### src/rtl/line_fill_buffer.sv
// Line fill buffer: fetches one 8-word cache line over an AXI read
// channel as a wrapping burst. The burst starts at the missing (critical)
// word. That word is presented early on CrtWordData with a FirstWord
// pulse. The assembled line is presented on LineData with a Completed
// pulse. Error is sticky for the current fill.
module line_fill_buffer (
  input  logic         Clk,
  input  logic         Rst,
  input  logic         Enable,
  input  logic [31:0]  WordAddress,
  output logic [31:0]  LineAddress,
  output logic         FirstWord,
  output logic [31:0]  CrtWordData,
  output logic         Completed,
  output logic [255:0] LineData,
  output logic         Error,
  output logic [31:0]  ARADDR,
  output logic [7:0]   ARLEN,
  output logic [2:0]   ARSIZE,
  output logic [1:0]   ARBURST,
  output logic         ARVALID,
  input  logic         ARREADY,
  input  logic [31:0]  RDATA,
  input  logic [1:0]   RRESP,
  input  logic         RLAST,
  input  logic         RVALID,
  output logic         RREADY
);

  typedef enum logic [2:0] {
    S_IDLE    = 3'd0,
    S_ADDR    = 3'd1,
    S_DATA    = 3'd2,
    S_DONE    = 3'd3,
    S_RELEASE = 3'd4
  } state_t;

  state_t         state_q, state_d;

  logic [31:0]    line_addr_q, line_addr_d;
  logic [31:0]    crt_q, crt_d;
  logic [255:0]   line_q, line_d;
  logic           err_q, err_d;
  logic           first_q, first_d;
  logic [2:0]     off_q, off_d;
  logic [2:0]     cnt_q, cnt_d;

  logic           accept;
  logic           beat;
  logic           last_beat;
  logic [2:0]     widx;

  // A new request is only taken from IDLE. A data beat is only taken
  // while RREADY is up, which is exactly the DATA state.
  assign accept    = (state_q == S_IDLE) && Enable;
  assign beat      = (state_q == S_DATA) && RVALID;
  assign last_beat = (cnt_q == 3'd7);
  assign widx      = off_q + cnt_q;

  // State register
  always_ff @(posedge Clk) begin
    if (Rst) state_q <= S_IDLE;
    else     state_q <= state_d;
  end

  // Next-state logic. Enable is only looked at in IDLE and RELEASE, so
  // dropping it mid-fill never aborts a burst already on the bus.
  always_comb begin
    state_d = state_q;
    case (state_q)
      S_IDLE:    if (Enable)          state_d = S_ADDR;
      S_ADDR:    if (ARREADY)         state_d = S_DATA;
      S_DATA:    if (beat && last_beat) state_d = S_DONE;
      S_DONE:                         state_d = S_RELEASE;
      S_RELEASE: if (!Enable)         state_d = S_IDLE;
      default:                        state_d = S_IDLE;
    endcase
  end

  // Handshake and completion outputs decoded from the current state
  always_comb begin
    ARVALID   = 1'b0;
    RREADY    = 1'b0;
    Completed = 1'b0;
    case (state_q)
      S_ADDR:  ARVALID   = 1'b1;
      S_DATA:  RREADY    = 1'b1;
      S_DONE:  Completed = 1'b1;
      default: ;
    endcase
  end

  // Datapath next values: latch the request, scatter beats into the line
  // at (offset + count) mod 8, and capture the critical word on beat 0.
  // The burst is always counted to eight beats, even when a beat is bad.
  always_comb begin
    line_addr_d = line_addr_q;
    crt_d       = crt_q;
    line_d      = line_q;
    err_d       = err_q;
    first_d     = 1'b0;
    off_d       = off_q;
    cnt_d       = cnt_q;
    if (accept) begin
      line_addr_d = WordAddress;
      err_d       = 1'b0;
      off_d       = WordAddress[2:0];
      cnt_d       = 3'd0;
    end
    if (beat) begin
      line_d[{widx, 5'd0} +: 32] = RDATA;
      if (cnt_q == 3'd0) begin
        crt_d   = RDATA;
        first_d = 1'b1;
      end
      if ((RRESP != 2'b00) || (RLAST != last_beat)) err_d = 1'b1;
      cnt_d = cnt_q + 3'd1;
    end
  end

  // Datapath registers; reset clears every visible result
  always_ff @(posedge Clk) begin
    if (Rst) begin
      line_addr_q <= '0;
      crt_q       <= '0;
      line_q      <= '0;
      err_q       <= 1'b0;
      first_q     <= 1'b0;
      off_q       <= 3'd0;
      cnt_q       <= 3'd0;
    end else begin
      line_addr_q <= line_addr_d;
      crt_q       <= crt_d;
      line_q      <= line_d;
      err_q       <= err_d;
      first_q     <= first_d;
      off_q       <= off_d;
      cnt_q       <= cnt_d;
    end
  end

  assign LineAddress = line_addr_q;
  assign CrtWordData = crt_q;
  assign LineData    = line_q;
  assign Error       = err_q;
  assign FirstWord   = first_q;
  assign ARADDR      = {line_addr_q[29:0], 2'b00};
  assign ARLEN       = 8'd7;
  assign ARSIZE      = 3'b010;
  assign ARBURST     = 2'b10;

endmodule

### config.mk
export PLATFORM = sky130hd
export DESIGN_NAME = line_fill_buffer
export DESIGN_NICKNAME = d
export VERILOG_FILES = /design/src/rtl/line_fill_buffer.sv
export SDC_FILE = /design/constraint.sdc
export NUM_CORES = 1
export LEC_CHECK = 0
export CORE_AREA = 2 2 173 175
export CTS_CLUSTER_DIAMETER = 200
export DETAILED_ROUTE_END_ITERATION = 8
export DIE_AREA = 0 0 175 177
export DONT_BUFFER_PORTS = 1
export PLACE_DENSITY = 0.61
export SYNTH_ARGS = -nofsm -noshare
export SYNTH_HDL_FRONTEND = slang
export SYNTH_SLANG_ARGS = --single-unit
### constraint.sdc
create_clock -name Clk -period 4.7 [get_ports Clk]
set_input_delay 0.94 -clock Clk [delete_from_list [all_inputs] [get_ports Clk]]
set_output_delay 0.94 -clock Clk [all_outputs]
set_load 0.05 [all_outputs]
After elaboration in Yosys (flattened, before gate mapping)
Cells that the tools add are included.
Widths: inputs -> output; s select.
{"block": "totals", "ff_bits": 331, "out_inout_bits": 370}
{"block": "classes", "n_addsub": 3, "n_eq_ne": 10, "n_shift": 2, "mux": 15, "bitwise": 1, "reduce_logical": 11}
{"op": "$bwmux 256", "count": 1}
{"op": "$shift 32x10->256 const A", "count": 1}
{"op": "$shiftx 32x10->256", "count": 1}
{"op": "$mux 3", "count": 6}
{"op": "$pmux 3 s5", "count": 1}
{"op": "$neg 8->10", "count": 1}
{"op": "$mux 1", "count": 7}
{"op": "$eq 3x2->1 const B", "count": 2}
{"op": "$eq 3x3->1 const B", "count": 2}
{"op": "$logic_not 3->1", "count": 2}
{"op": "$ne 2x2->1 const B", "count": 3}
{"op": "$reduce_and 4->1", "count": 1}
{"op": "$reduce_bool 2->1", "count": 2}
{"op": "$add 3x1->3 const B", "count": 1}
{"op": "$add 3x3->3", "count": 1}
{"op": "$eq 3x1->1 const B", "count": 1}
{"op": "$logic_and 1x1->1", "count": 3}
{"op": "$ne 2x1->1 const B", "count": 1}
{"op": "$reduce_and 2->1", "count": 1}
{"op": "$reduce_or 2->1", "count": 1}
{"op": "$logic_or 1x1->1", "count": 1}
{"op": "$ne 1x1->1", "count": 1}
{"op": "$not 1->1", "count": 1}

Depth between registers and ports, before layout
Gate-level depths: netlist (run 1).
{"block": "depth", "depth_word": 5, "depth_mapped": 10, "mapped_depth_nobuf": 8}

Least setup slack after synthesis (run 1)
OpenSTA, ideal clock, no wires.
{"block": "synth_path", "kind": "register to register", "start": "register, netlist name LineAddress[0]", "end": "register line_q[233], in the netlist LineData[233]", "setup_time_ns": 0.072, "t_arrival_ns": 3.176, "required_ns": 4.628, "slack_ns": 1.452, "stages_incl_launch_ff": 10, "synth_period_minus_slack_ns": 3.248, "cell_sequence": "dfxtp_1 -> ha_1 -> fa_1 -> inv_1 -> ha_1 -> ha_1 -> or3b_2 -> a211oi_2 -> buf_4 -> mux2i_1"}
{"element": "end signal, assigned", "line": "134", "source": "line_q <= line_d;"}
{"element": "end, declared", "line": "42", "source": "logic [255:0] line_q, line_d;"}

Final worst setup path (run 1)
{"block": "layout_path", "start": "register cnt_q[0]", "end": "register line_q[230], in the netlist LineData[230]"}
{"block": "layout_between", "elab_chain_len": 4}
{"element": "start, declared", "line": "46", "source": "logic [2:0] cnt_q, cnt_d;"}
{"element": "start signal, assigned", "line": "138", "source": "cnt_q <= cnt_d;"}
{"element": "$add 3x3->3 *", "line": "58", "source": "assign widx = off_q + cnt_q;"}
{"element": "$neg 8->10 *", "line": "111", "source": "line_d[{widx, 5'd0} +: 32] = RDATA;"}
{"element": "$shiftx 32x10->256 / $shift 32x10->256 (equally long branches)", "line": "111"}
{"element": "$bwmux 256 *", "line": "111"}
Every way passes the cells marked *; elsewhere a longest branch is shown, timed or not.
A chain may end at the register's enable or synchronous reset.

==> run_results.csv, run 1 <==
group,metric,value,unit
outcome,run_status,"complete, no violations",
pwr,powerDensity,429,nW/um^2
cells_and_area,layout_common_cells,"dfxtp_1, nand2b_1, mux2i_1",
clocking,cts.clk_slew.worst_paths,0.06,ns
grt,track_usage,22.4,%
drt,highest_layer,"met4",
drt,wl_met3,3.56,mm
placed_design,placed_cell_area,13200,sq um
cells_and_area,fillerInstances,2694,
synthesis,synthesis.area,13200,sq um
synthesis,syn_avg_cell_area,10.2,sq um
sta,max_slew.worst_pin.slew,1.17,ns
synthesis,yosysSeqAreaShare,49.6,%
setup_path,worst-path-buf-inv,2,
floorplanning,die_w,175,um
sta,period_share,79.4,%
clocking,clockRootBuffer,"clkbuf_16",
setup_path,critPathMaxStageDelay,0.73,ns
synthesis,synth_ff_type,"dfxtp_1",
sta,rsz0062_at_grt,"false",
drt,drt-pass1-iter-count,5,
clocking,cts_tree,"built",
drt,wl_met2,16.5,mm
pwr,leakagePower,6.48,nW
drt,drc_errors,0,
sta,clock_skew,0.0206,ns
clocking,clock-sinks,328,
placed_design,gp_congestion,0.791,
grt,grt_pass1_wl,53.6,mm
sta,setup_viol_count_final,0,
synthesis,synth_top_family_by_area,"multiplexers",
drt,wl_per_cell,22.4,um
grt,gr-total-overflow,0,
drt,routed_wl,36.5,mm
placed_design,dp_cells,1559,
cells_and_area,drive_gt1_share,7.38,%
synthesis,synthCells,1302,
cells_and_area,fin_area,14400,sq um
setup_path,start_kind,"flop",
cells_and_area,layout.cells.non_filler,1625,
run,maxCapViolations,0,
synthesis,synth_simple_gate_area_share,18.6,%
clocking,clk_path_buf_depth,3,
cells_and_area,num-nets-final,1287,
clocking,cts-resized-gates,0,
drt,ant_nets,0,
worst_hold_path,hp-class,"reg -> reg",
synthesis,async_reset_ff_share,0,%
synthesis,yosysUniqueCellTypes,41,
placed_design,portBuffers,0,
clocking,clk_latency,0.52,ns
synthesis,synth-compound-area-share,4.60,%
floorplanning,start_util,45.2,%
setup_path,required,5.13,ns
sta,finalHoldViolCount,0,
synthesis,synth.area.mux_share,19.4,%
grt,grt_max_degree,367,
cells_and_area,syn_to_final_growth,8.82,%
drt,wl_met1,14.8,mm
setup_path,crit_path_end_kind,"flop",
clocking,cts_buffers,36,
setup_path,path_cells,"ha_1 -> fa_1 -> inv_1 -> ha_1 -> ha_1 -> or3b_2 -> a211oi_4 -> buf_4 -> mux2i_1",
pwr,power,6.18,mW
grt,antenna_found_initial,2,
drt,avgViaCountPerCell,5.27,
setup_path,crit_top_cell,"ha_1",
cells_and_area,final_common_cell,"dfxtp_1",
floorplanning,fp.dieH,177,um
setup_path,critPathArrivalTime,4.17,ns
setup_path,critPathKind,"reg -> reg",
drt,first_iter_violations,483,
floorplanning,die-area,31000,sq um
synthesis,synth_xor_area_share,0.255,%
setup_path,crit_family,"adder cells",
synthesis,ys_warn_count,0,
grt,grt_pass1_vias,8348,
clocking,post_cts_buffers,0,
sta,finalSetupTns,0,ns
floorplanning,coreArea,29200,sq um
clocking,cts_hold_buf,0,
pwr,ir_drop,0.272,mV
synthesis,synthAdderAreaFrac,0.814,%
setup_path,crit_fanout,17,
sta,fin_crit,3.73,ns
placed_design,dp_hpwl,24.3,mm
synthesis,synth_seq_cells,328,
sta,relSlewSlack,22.0,%
sta,maxSlewViolCount,0,
sta,max_freq,268,MHz
drt,via_count,8564,
synthesis,synth-edff-count,0,
floorplanning,io_pins,442,
clocking,ctsHtreeMaxLevel,2,
setup_path,slowest_stage,"fa_1",
floorplanning,rows,63,
==> per-stage QoR <==
stage / util, % / hold WS [ns] / worst slack, ns
floorplan: - / 0.477 / 1.45
global placement: 45.0 / 0.489 / 1.07
detailed placement: 45.0 / 0.501 / 0.960
CTS: 49.2 / 0.487 / 0.956
global route: 49.2 / 0.485 / 0.737
finish: 49.2 / 0.511 / 0.966
==> path summary, 6_finish.rpt <==
path,slack (ns),startpoint,cells past startpoint,to
max reg2reg,0.97,cnt_q[0],9,LineData[230]
max,0.97,cnt_q[0],9,LineData[230]
min reg2reg,0.51,cnt_q[0],2,cnt_q[0]
min,0.51,cnt_q[0],2,cnt_q[0]
==> final cells by class <==
type / count / area (sq um) / area share [%]
clock inverter: 7 / 98.8 / 0.687
tap: 390 / 488 / 3.39
antenna: 2 / 5.00 / 0.0348
timing repair buffer: 18 / 148 / 1.03
inverter: 6 / 22.5 / 0.156
sequential: 328 / 6570 / 45.6
multi-input combinational: 817 / 5930 / 41.2
clock buffer: 57 / 1130 / 7.87
==> cell families (layout without fill, tap and decap cells) <==
logic type	after synthesis	count (layout)
adders and majority gates	8	8
and+or+nand+nor	425	425
AOI/OAI and AO/OA	111	111
other	2	17
muxes	256	256
xor gates and xnor gates	2	2
DFF	328	328
buffers and inverters	170	88
==> worst reg2reg max path, stage by stage (launching register included) <==
cell	delay [ns]
dfxtp_1	0.34
ha_1	0.20
fa_1	0.73
inv_1	0.12
ha_1	0.22
ha_1	0.48
or3b_2	0.56
a211oi_4	0.39
buf_4	0.39
mux2i_1	0.25
==> sequential cells by signal, indices dropped and copies added, names as in the netlist <==
register and cells:
cnt_q 3, Error 1, LineAddress 32, LineData 256, CrtWordData 32, FirstWord 1
state_q 3
==> layer usage <==
metal	track usage (%)	up-vias
li1	-	4050
met1	27.5	4104
met2	35.0	329
met3	8.63	81
met4	10.3	0
met5	0	-
==> synthesized netlist by cell type (2+ instances only) <==
cell type / n / area share, %
and3b_1: 2 / 0.13
nand3_1: 37 / 1.4
ha_1: 7 / 0.66
mux2i_1: 256 / 19
o21ai_0: 32 / 1.2
conb_1: 2 / 0.057
nand2b_1: 289 / 14
a21oi_1: 69 / 2.6
o2111ai_2: 2 / 0.23
dfxtp_1: 328 / 50
clkbuf_1: 63 / 1.8
buf_2: 19 / 0.72
nor2_1: 4 / 0.11
a211o_1: 2 / 0.13
buf_4: 51 / 2.9
inv_1: 5 / 0.14
nand3b_1: 7 / 0.40
buf_1: 28 / 0.79
nor2b_1: 4 / 0.19
nor3_1: 4 / 0.15
buf_6: 3 / 0.26
nand2_1: 69 / 2.0
==> power breakdown <==
group / switching (mW) / leakage, nW / internal, mW / total (mW)
logic: 0.191 / 3.23 / 0.0974 / 0.288
registers: 0.194 / 2.65 / 2.81 / 3.01
clock network: 1.12 / 0.604 / 1.76 / 2.88
total: 1.50 / 6.48 / 4.67 / 6.18
(Power assumes the default switching activity.)
==> run 2, diff against run 1 <==
- CORE_AREA: 2 2 173 175 -> 2 2 170 172
- DIE_AREA: 0 0 175 177 -> 0 0 172 174
- PLACE_DENSITY: 0.61 -> 0.65
- clock period: 4.7 -> 3.1 ns (I/O delays scaled with it)
==> run_results.csv, run 2 (synthesized netlist as in run 1, its figures left out) <==
group,metric,value,unit
outcome,run_status,"complete, no violations",
sta,max_slew.worst_pin.slew,1.06,ns
setup_path,required,3.53,ns
sta,fin_crit,2.95,ns
floorplanning,fp.dieH,174,um
setup_path,crit_fanout,15,
grt,gr-total-overflow,0,
setup_path,rrSetupSlack,0.15,ns
placed_design,portBuffers,0,
floorplanning,coreArea,28200,sq um
grt,antenna_found_initial,0,
grt,grt_pass1_vias,8474,
setup_path,crit_path_end_kind,"flop",
floorplanning,start_util,46.8,%
cells_and_area,fin_util,51.7,%
cells_and_area,layout_common_cells,"dfxtp_1, nand2b_1, mux2i_1",
cells_and_area,drive_gt1_share,9.05,%
grt,track_usage,23.2,%
placed_design,gp_congestion,0.796,
grt,grt_pass1_wl,53.4,mm
sta,relSlewSlack,29.3,%
clocking,clock-sinks,328,
drt,via_count,8515,
clocking,cts_tree,"built",
cells_and_area,fillerInstances,2589,
floorplanning,die-area,29900,sq um
floorplanning,io_pins,442,
setup_path,start_kind,"flop",
sta,max_freq,339,MHz
sta,finalHoldViolCount,0,
drt,first_iter_violations,532,
cells_and_area,final-seq-area,6570,sq um
sta,maxSlewViolCount,0,
grt,grt_max_degree,367,
cells_and_area,n_antenna_cell,0,
floorplanning,die_w,172,um
worst_hold_path,hp-class,"in -> reg",
sta,whs,0.247,ns
pwr,ir_drop,0.386,mV
cells_and_area,largest_register_ff_count,256,
clocking,clk_latency,0.51,ns
cells_and_area,multiInputGateArea,5940,sq um
clocking,clk_path_buf_depth,3,
cells_and_area,num-nets-final,1302,
sta,fin_ws,0.149,ns
clocking,ctsHtreeMaxLevel,2,
sta,setup_viol_count_final,0,
drt,ant_nets,0,
cells_and_area,syn_to_final_growth,10.4,%
clocking,cts_buffers,36,
floorplanning,rows,62,
clocking,cts_hold_buf,0,
run,maxCapViolations,0,
sta,clock_skew,0.0110,ns
sta,finalSetupTns,0,ns
clocking,clockRootBuffer,"clkbuf_16",
drt,routed_wl,36.2,mm
clocking,cts.clk_slew.worst_paths,0.06,ns
sta,period_share,95.2,%
drt,wl_per_cell,22.2,um
drt,avgViaCountPerCell,5.22,
pwr,leakagePower,6.57,nW
placed_design,dp_hpwl,24.6,mm
placed_design,post-place-ws,0.125,ns
pwr,powerDensity,647,nW/um^2
pwr,power,9.46,mW
drt,drc_errors,0,
drt,drt-pass1-iter-count,4,
setup_path,critPathArrivalTime,3.38,ns
setup_path,critPathKind,"reg -> reg",
cells_and_area,final_common_cell,"dfxtp_1",
-- run 2: power breakdown --
group          switching, mW  internal (mW)
clock network           1.74           2.70
logic                  0.313          0.163
registers              0.279           4.26
-- run 2: what timing repair did --
action	CTS	global route
buffers inserted	0	1
hold endpoints to repair	0	0
resized for setup	0	2
setup endpoints to repair	0	10
-- run 2: area by class of cell --
class                   instances  share of cell area, %
well taps                     384                   3.29
clock buffers                  45                   6.74
clock inverters                19                   1.77
repair buffers                 33                   2.38
inverters                       6                  0.154
multi-input cells             817                   40.7
flip-flops and latches        328                   45.0
-- run 2: worst paths after layout --
path                                startpoint             end  cells after the start
worst max-delay path                  cnt_q[0]   LineData[253]                     10
worst min-delay path            WordAddress[6]  LineAddress[6]                      2
worst max register to register        cnt_q[0]   LineData[253]                     10
worst min register to register        cnt_q[0]        cnt_q[0]                      2
-- run 2: stage by stage --
step | instance area (sq um) | cells
global placement | 13300 | 1566
floorplan | 13300 | 1315
CTS | 14500 | 1630
global route | 14600 | 1632
detailed placement | 13300 | 1566
finish | 14600 | 1632
-- run 2: per-layer routing --
layer  up-vias  share of wire (%)  global-route usage [%]
met5         -                  0                       0
met4         0                3.8                    8.75
met3        68                9.5                    8.13
met2       340                 47                    38.6
met1      4040                 40                    27.5
li1       4067                  -                       -
-- run 2: worst max-delay path: stages, from the launching register on --
cell and delay [ns]:
dfxtp_1 0.33, ha_1 0.20, fa_1 0.50, inv_1 0.06, ha_1 0.23, ha_4 0.26
or3b_2 0.50, a211oi_4 0.26, buf_12 0.16, buf_16 0.16, mux2i_1 0.19
